==> src/rtl/vx_flush_ctrl.sv <==
// Tag-store flush controller: walks every line with a valid-clearing write on request.
// Build option VX_FLUSH_ON_RESET_EN: reset starts an INIT walk instead of going straight to IDLE.
module vx_flush_ctrl #(
  parameter int LINES_PER_BANK = 64,
  parameter int LINE_SEL_BITS  = (LINES_PER_BANK > 1) ? $clog2(LINES_PER_BANK) : 1
) (
  input  logic                     clk,
  input  logic                     reset,
  input  logic                     flush_valid,
  output logic                     flush_ready,
  output logic                     flush_done,
  output logic                     busy,
  input  logic                     core_valid,
  input  logic                     core_fill,
  input  logic [LINE_SEL_BITS-1:0] core_addr,
  output logic                     core_ready,
  output logic                     tag_fill,
  output logic                     tag_is_flush,
  output logic                     tag_lookup,
  output logic [LINE_SEL_BITS-1:0] tag_addr
);

  typedef enum logic [1:0] {
    ST_INIT,
    ST_IDLE,
    ST_FLUSH
  } state_t;

`ifdef VX_FLUSH_ON_RESET_EN
  localparam state_t RESET_STATE = ST_INIT;
`else
  localparam state_t RESET_STATE = ST_IDLE;
`endif

  localparam logic [LINE_SEL_BITS-1:0] LAST_LINE = LINE_SEL_BITS'(LINES_PER_BANK - 1);

  state_t                   state_q, state_d;
  logic [LINE_SEL_BITS-1:0] cnt_q, cnt_d;
  logic                     done_q, done_d;

  always_ff @(posedge clk) begin
    if (reset) begin
      state_q <= RESET_STATE;
      cnt_q   <= '0;
      done_q  <= 1'b0;
    end else begin
      state_q <= state_d;
      cnt_q   <= cnt_d;
      done_q  <= done_d;
    end
  end

  always_comb begin
    state_d      = state_q;
    cnt_d        = cnt_q;
    done_d       = 1'b0;
    flush_ready  = 1'b0;
    core_ready   = 1'b0;
    busy         = 1'b1;
    tag_fill     = 1'b0;
    tag_is_flush = 1'b0;
    tag_lookup   = 1'b0;
    tag_addr     = cnt_q;

    unique case (state_q)
      ST_IDLE: begin
        flush_ready = 1'b1;
        core_ready  = 1'b1;
        busy        = 1'b0;
        tag_fill    = core_valid & core_fill;
        tag_lookup  = core_valid & ~core_fill;
        tag_addr    = core_addr;
        if (flush_valid) begin
          state_d = ST_FLUSH;
        end
      end
      ST_INIT, ST_FLUSH: begin
        tag_fill     = 1'b1;
        tag_is_flush = 1'b1;
        if (cnt_q == LAST_LINE) begin
          cnt_d   = '0;
          state_d = ST_IDLE;
          // Only a requested flush reports completion; the reset-time walk is silent.
          done_d  = (state_q == ST_FLUSH);
        end else begin
          cnt_d = cnt_q + 1'b1;
        end
      end
      default: begin
        state_d = RESET_STATE;
        cnt_d   = '0;
      end
    endcase

    // Reset masks every strobe combinationally so nothing leaks out before the state settles.
    if (reset) begin
      flush_ready  = 1'b0;
      core_ready   = 1'b0;
      busy         = 1'b1;
      tag_fill     = 1'b0;
      tag_is_flush = 1'b0;
      tag_lookup   = 1'b0;
    end
    flush_done = done_q & ~reset;
  end

endmodule

==> config.mk <==
export PLATFORM = sky130hd
export DESIGN_NAME = vx_flush_ctrl
export DESIGN_NICKNAME = d
export VERILOG_FILES = /design/src/rtl/vx_flush_ctrl.sv
export SDC_FILE = /design/constraint.sdc
export NUM_CORES = 1
export LEC_CHECK = 0
export ABC_AREA = 1
export CAP_MARGIN = 0
export CORE_UTILIZATION = 39
export CTS_CLUSTER_SIZE = 16
export DETAILED_ROUTE_END_ITERATION = 16
export GPL_ROUTABILITY_DRIVEN = 0
export PLACE_DENSITY_LB_ADDON = 0.05
export SLEW_MARGIN = 20
export SYNTH_ARGS = -nofsm -noshare
export SYNTH_HDL_FRONTEND = slang
export SYNTH_SLANG_ARGS = --single-unit
==> constraint.sdc <==
create_clock -name clk -period 1.52 [get_ports clk]
set_input_delay 0.304 -clock clk [delete_from_list [all_inputs] [get_ports clk]]
set_output_delay 0.304 -clock clk [all_outputs]
set_load 0.02 [all_outputs]
Yosys cells after proc, flatten, opt, wreduce, memory -nomap -nowiden
Cells that the tools add are included.
Widths: inputs -> output; s select.
{"block": "totals", "wordCells": 36, "in_bits": 11, "register_bits": 9}
{"block": "classes", "eq_ne": 5, "mux": 16, "bitwise": 7, "reduce_logical": 4, "n_addsub": 1}
{"op": "$mux 6", "count": 2}
{"op": "$pmux 6 s2", "count": 1}
{"op": "$mux 1", "count": 9}
{"op": "$add 6x1->6 const B", "count": 1}
{"op": "$eq 6x6->1 const B", "count": 1}
{"op": "$mux 2", "count": 2}
{"op": "$ne 2x2->1 const B", "count": 2}
{"op": "$not 1->1", "count": 4}
{"op": "$pmux 2 s2", "count": 1}
{"op": "$and 1x1->1", "count": 3}
{"op": "$reduce_or 3->1", "count": 1}
{"op": "$eq 2x1->1 const B", "count": 1}
{"op": "$eq 2x2->1 const B", "count": 1}
{"op": "$logic_not 2->1", "count": 1}
{"op": "$pmux 1 s2", "count": 1}
{"op": "$reduce_and 2->1", "count": 1}
{"op": "$reduce_or 2->1", "count": 1}

Depth between registers and ports, before layout
Gate-level depths: netlist of the first run.
{"block": "logic_depth", "word_depth": 4, "mapped_depth": 6}

Least setup slack after synthesis of the first run
OpenSTA, ideal clock, no wires.
{"block": "synth_path", "kind": "flip-flop to output port", "startpoint": "reg state_q[0]", "endpoint": "out tag_lookup", "arrival_ns": 1.105, "n_path_buf": 0, "path_stages_with_launch": 7, "t_required_ns": 1.216, "slack_ns": 0.111, "path_cell_list": "dfxtp_1 inv_2 nor2_4 nand2_4 clkinv_4 nand2_1 nor2_1"}
{"block": "synth_between", "elab_chain_cells": 3}
{"item": "start, declared", "line": "37", "rtl": "state_t state_q, state_d;"}
{"item": "start signal, assigned", "line": "47", "rtl": "state_q <= state_d;"}
{"item": "$eq 2x1->1", "line": "65", "rtl": "unique case (state_q)"}
{"item": "$mux 1", "line": "65"}
{"item": "$mux 1", "line": "96", "rtl": "if (reset) begin"}
{"item": "end, declared", "line": "19", "rtl": "output logic tag_lookup,"}
Every way passes these cells.

Worst setup path after layout of the first run
{"block": "layout_path", "startpoint": "reg state_q[0]", "endpoint": "out tag_addr[2]"}
{"block": "layout_between", "elab_chain_cells": 2}
{"item": "$eq 2x1->1", "line": "65"}
{"item": "$mux 6", "line": "65"}
{"item": "end, declared", "line": "20", "rtl": "output logic [LINE_SEL_BITS-1:0] tag_addr"}
Every way passes these cells.

==> results of run 1 <==
metrics by stage:
stage | setup TNS [ps] | setup WS, ps
after global placement | -4260 | -456
after detailed placement | -4500 | -519
after floorplan | 0 | 111
final | -347 | -61.6
after global routing | -896 | -127
after CTS | -257 | -59.6
path summary, 6_finish.rpt:
| path | end | slack [ps] | cells past startpoint |
|---|---|---|---|
| worst max register to register | cnt_q[1]$_SDFFE_PP0N_ | 150 | 7 |
| worst min-delay path | done_q$_SDFF_PP0_ | 530 | 2 |
| worst min register to register | done_q$_SDFF_PP0_ | 530 | 2 |
| worst max-delay path | tag_addr[2] | -60 | 6 |
cells in the mapped netlist, drive strengths merged:
library cell	instances
a21oi	3
buf	2
clkinv	1
dfxtp	9
ha	1
inv	14
nand2	27
nand3	4
nor2	11
o21ai	9
o22ai	2
xor2	1
critical path: cells and delay by family, from the launching register on:
| family | cells | cell delay [ps] |
|---|---|---|
| compound gates | 1 | 70 |
| flops | 1 | 350 |
| buf+inv | 3 | 360 |
| simple gates | 2 | 230 |
layout make-up:
type                            instances  area share
Sequential cell                         9       0.180
Clock buffer                            4      0.0260
Inverter                               15      0.0607
Multi-Input combinational cell         58       0.336
Timing Repair Buffer                   45       0.380
Tap cell                               14      0.0173
flip-flops by register name, indices dropped and copies added, names as in the netlist:
register  flops
state_q       2
cnt_q         6
done_q        1
where the power goes:
group / switching (mW) / internal [mW]
combinational: 0.325 / 0.295
clock: 0.101 / 0.101
sequential: 0.0180 / 0.258
cell families after synthesis:
kind of cell,share of synthesized area
AND/OR/NAND/NOR,0.346
buffers and inverters,0.143
AO/OA/AOI/OAI,0.135
flip-flops,0.336
XOR/XNOR,0.0164
adder cells (fa/ha/maj),0.0234
routing by layer:
layer | routed length, µm | vias to the layer above | track usage
met1 | 783 | 332 | 0.317
met4 | 121 | 0 | 0.198
li1 | - | 355 | -
met2 | 1010 | 38 | 0.533
met5 | 0 | - | 0
met3 | 104 | 16 | 0.0867
repair_timing:
action | in CTS | in global routing
resized for setup | 76 | 23
pin swaps | 3 | 3
setup buffers | 2 | 2
endpoints found under the setup margin | 13 | 11
cloned | 0 | 0
==> flow_metrics.env, run 1 <==
export IMPL_status="finished, violations left"
export IMPL_violations="setup timing"
export IMPL_hp_class="register to register"
export IMPL_end_kind="primary output"
export IMPL_rr_startpoint="cnt_q[0]$_SDFFE_PP0N_"
export IMPL_areaGrowthSynthToFinish_pct=88.6
export IMPL_grt_pass1_vias=708
export IMPL_setup_viol=8
export IMPL_drive_gt1_frac=0.481
export IMPL_syn_inst=84
export IMPL_synth_nets=96
export IMPL_final_cell_mix="buf_4 (21), nand2_1 (18), inv_1 (12)"
export IMPL_fmax_mhz=632
export IMPL_relSlewSlack=0.859
export IMPL_drtAntennaViolNets=0
export IMPL_grt_setup_unrepaired="yes"
export IMPL_dpl_cell_area_um2=903
export IMPL_row_count=12
export IMPL_crit_type="register to primary output"
export IMPL_whs_ps=531
export IMPL_period_minus_slack_ps=1580
export IMPL_cts_root_buf="clkbuf_4"
export IMPL_dp_cells=137
export IMPL_final_setup_worst_slack_ps=-61.6
export IMPL_hold_start="state_q[1]$_SDFFE_PP0P_"
export IMPL_crit_top_cell="buf_6"
export IMPL_grt_use_total=0.308
export IMPL_slowest_delay_ps=350
export IMPL_wl_per_cell_um=13.9
export IMPL_holdBufCountCts=0
export IMPL_fin_cells=145
export IMPL_portBuffers=23
export IMPL_yosysTopAreaCell="dfxtp_1"
export IMPL_fill_cells=66
export IMPL_grt_start_max_net_pins=7
export IMPL_grt_first_pass_wirelength_um=3120
export IMPL_skew_ps=0.609
export IMPL_via_per_inst=5.11
export IMPL_drv_slew=0
export IMPL_timing_final_crit_share=1.04
export IMPL_numCtsBuffers=3
export IMPL_ir_worst_vdd_mv=0.913
export IMPL_avgSynthCellArea_um2=6.38
export IMPL_clk_latency_ps=260
export IMPL_ys_warn_count=0
export IMPL_drc=0
export IMPL_grt_overflow=0
export IMPL_clockBufferDepth=2
export IMPL_post_route_util=0.851
export IMPL_final_area_um2=1010
export IMPL_cp_cell_sequence="inv_2, nor2_4, buf_6, nand2_2, o21ai_2, buf_6"
export IMPL_worst_slew_pin_transition_ps=211
export IMPL_clkTransAtPathRegs_ps=70
export IMPL_num_antenna_cells=0
export IMPL_maxCapViolCount=0
export IMPL_multiInputGateArea_um2=339
export IMPL_vias=741
export IMPL_hpwl_um=1230
export IMPL_cp_arrival_ps=1280
export IMPL_cp_max_fo=6
export IMPL_slowest_stage="dfxtp_2"
export IMPL_drt_iter0_markers=35
export IMPL_cts_tree="built"
export IMPL_drt_wl_total_um=2020
export IMPL_nets=144
export IMPL_power_density_nw_per_um2=1090
export IMPL_initial_core_util=0.451
export IMPL_dr_pass1_iters=4
export IMPL_mostFrequentLayoutCell="buf_4"
export IMPL_dieHeight_um=39.1
export IMPL_netlist_area_leader_share=0.336
export IMPL_leakage_nw=0.468
export IMPL_dieWidth_um=39.1
export IMPL_yosys_cell_types_count=16
export IMPL_cp_start_kind="register"
export IMPL_cp_required_ps=1220
export IMPL_core_region_area_um2=1190
export IMPL_final_seq_area_um2=181
export IMPL_hold_viol_final=0
export IMPL_synth_seq_area_share=0.336
export IMPL_synth_area_leaders="dfxtp_1 (34%), nand2_1 (18%), inv_1 (9.1%)"
export IMPL_clock_sinks=9
export IMPL_finalPower_mw=1.10
export IMPL_synth_seq_cells=9
export IMPL_ctsHtreeMaxLevel=1
export IMPL_netlist_area_um2=536
export IMPL_antenna_found_initial=0
export IMPL_die_area_um2=1530
export IMPL_io_pins=24
export IMPL_crit_start="state_q[0]$_SDFFE_PP1P_"
Note: power is estimated with default switching activity, not from simulation.
==> inputs of run 2 (changes only) <==
- ABC_CLOCK_PERIOD_IN_PS: default -> 1520
- CAP_MARGIN: 0 -> 20
==> results of run 2 <==
Final layout, timing and power as in run 1 (identical DEF).
==> inputs of run 3 (changes only) <==
- CORE_UTILIZATION: 39 -> 36
- SLEW_MARGIN: 20 -> 40
==> flow_metrics.env, run 3 (same netlist as run 1, synthesis figures left out) <==
export IMPL_timing_rr_end="cnt_q[5]$_SDFFE_PP0N_"
export IMPL_initial_core_util=0.397
export IMPL_drt_iter0_markers=6
export IMPL_hp_class="register to register"
export IMPL_drv_slew=0
export IMPL_crit_start="state_q[0]$_SDFFE_PP1P_"
export IMPL_areaGrowthSynthToFinish_pct=80.4
export IMPL_skew_ps=1.17
export IMPL_cp_arrival_ps=1270
export IMPL_top_register="cnt_q"
export IMPL_leakage_nw=0.450
export IMPL_crit_end="tag_lookup"
export IMPL_grt_overflow=0
export IMPL_wl_per_cell_um=9.96
export IMPL_slowest_delay_ps=330
export IMPL_cts_root_buf="clkbuf_4"
export IMPL_cp_cell_sequence="inv_2, nor2_4, nand2_4, clkinv_4, nand2_2, nor2_1, buf_4"
export IMPL_whs_ps=476
export IMPL_worst_slew_pin_transition_ps=232
export IMPL_ff2ff_setup_slack_ps=310
export IMPL_timing_final_crit_share=1.03
export IMPL_crit_type="register to primary output"
export IMPL_grt_use_total=0.200
export IMPL_numCtsBuffers=3
export IMPL_dieHeight_um=40.6
export IMPL_relSlewSlack=0.845
export IMPL_holdBufCountCts=0
export IMPL_hold_viol_final=0
export IMPL_drtAntennaViolNets=0
export IMPL_post_route_util=0.715
export IMPL_cp_start_kind="register"
export IMPL_final_cell_mix="nand2_1 (18), buf_4 (18), inv_1 (13)"
export IMPL_end_kind="primary output"
export IMPL_drc=0
export IMPL_largest_register_ffs=6
export IMPL_clock_sinks=9
export IMPL_hpwl_um=1120
export IMPL_core_region_area_um2=1350
export IMPL_num_antenna_cells=0
export IMPL_violations="setup timing"
export IMPL_io_pins=24
export IMPL_die_area_um2=1650
export IMPL_antenna_found_initial=0
export IMPL_largestRegisters="cnt_q: 6 flops, state_q: 2 flops, done_q: 1 flops"
export IMPL_clk_latency_ps=260
export IMPL_power_density_nw_per_um2=1060
export IMPL_crit_family="simple AND/OR/NAND/NOR gates"
export IMPL_slowest_stage="dfxtp_2"
export IMPL_drive_gt1_frac=0.425
export IMPL_grt_first_pass_wirelength_um=2060
export IMPL_cp_depth=7
export IMPL_cp_required_ps=1220
export IMPL_status="finished, violations left"
export IMPL_cts_tree="built"
export IMPL_cp_max_fo=5
export IMPL_ctsHtreeMaxLevel=1
export IMPL_via_per_inst=4.61
export IMPL_row_count=13
export IMPL_clkTransAtPathRegs_ps=70
export IMPL_grt_start_max_net_pins=6
export IMPL_period_minus_slack_ps=1570
export IMPL_maxCapViolCount=0
export IMPL_rr_startpoint="cnt_q[1]$_SDFFE_PP0N_"
export IMPL_fill_cells=119
export IMPL_dr_pass1_iters=4
export IMPL_nets=140
export IMPL_vias=655
export IMPL_fmax_mhz=637
export IMPL_ir_worst_vdd_mv=0.655
export IMPL_drt_wl_total_um=1410
export IMPL_final_setup_worst_slack_ps=-50.9
export IMPL_ff2ff_path_depth=7
export IMPL_grt_pass1_vias=534
export IMPL_portBuffers=23
export IMPL_critPathBufInv=3
export IMPL_finalPower_mw=1.03
export IMPL_dieWidth_um=40.6
export IMPL_grt_setup_unrepaired="yes"
export IMPL_setup_viol=7
export IMPL_clockBufferDepth=2
run 3: cell type report:
cell class,count,area (µm²),area share
flip-flops and latches,9,183,0.189
inverters,15,61.3,0.0635
clock buffers,4,26.3,0.0272
well taps,15,18.8,0.0194
multi-input cells,58,320,0.332
repair buffers,41,357,0.369
run 3: worst min path at each step:
| stage | startpoint | endpoint | slack (ps) | cells after the start |
|---|---|---|---|---|
| 2_1_floorplan | cnt_q[3]$_SDFFE_PP0N_ | cnt_q[3]$_SDFFE_PP0N_ | 460 | 2 |
| 3_3_place_gp | cnt_q[0]$_SDFFE_PP0N_ | cnt_q[0]$_SDFFE_PP0N_ | 470 | 2 |
| 3_5_place_dp | cnt_q[0]$_SDFFE_PP0N_ | cnt_q[0]$_SDFFE_PP0N_ | 470 | 2 |
| 4_1_cts | cnt_q[0]$_SDFFE_PP0N_ | cnt_q[0]$_SDFFE_PP0N_ | 480 | 2 |
| 5_1_grt | cnt_q[0]$_SDFFE_PP0N_ | cnt_q[0]$_SDFFE_PP0N_ | 510 | 2 |
| 6_report | cnt_q[0]$_SDFFE_PP0N_ | cnt_q[0]$_SDFFE_PP0N_ | 480 | 2 |
run 3: repair_timing:
| item | 4_1_cts | 5_1_grt |
|---|---|---|
| setup endpoints to repair | 13 | 11 |
| pin swaps | 2 | 1 |
| setup buffers | 0 | 0 |
| gates resized for setup | 80 | 15 |
| cloned | 0 | 0 |
run 3: metal layers:
layer / GRT usage / part of all wire / vias up
met5: 0 / 0 / -
met4: 0.150 / 0.028 / 0
met3: 0.0333 / 0.027 / 4
met2: 0.306 / 0.48 / 10
met1: 0.246 / 0.47 / 293
li1: - / - / 348
run 3: stage by stage:
step | setup WS, ps | area, µm² | TNS, ps | std cells
after floorplan | 111 | 536 | 0 | 84
after global placement | -460 | 905 | -4220 | 138
after detailed placement | -472 | 905 | -4440 | 138
after CTS | -88.6 | 917 | -589 | 142
after global routing | -117 | 966 | -673 | 142
final | -50.9 | 966 | -235 | 142
run 3: worst register-to-register path: cells and delay by family (launching register included):
family,cells,cell delay [ps]
buf+inv,1,120
flops,1,340
fa+ha+maj,1,180
simple gates,5,490
run 3: power breakdown:
part	switching (mW)	total, mW	internal [mW]
registers	0.0143	0.273	0.259
logic	0.284	0.559	0.275
clock network	0.0920	0.193	0.102
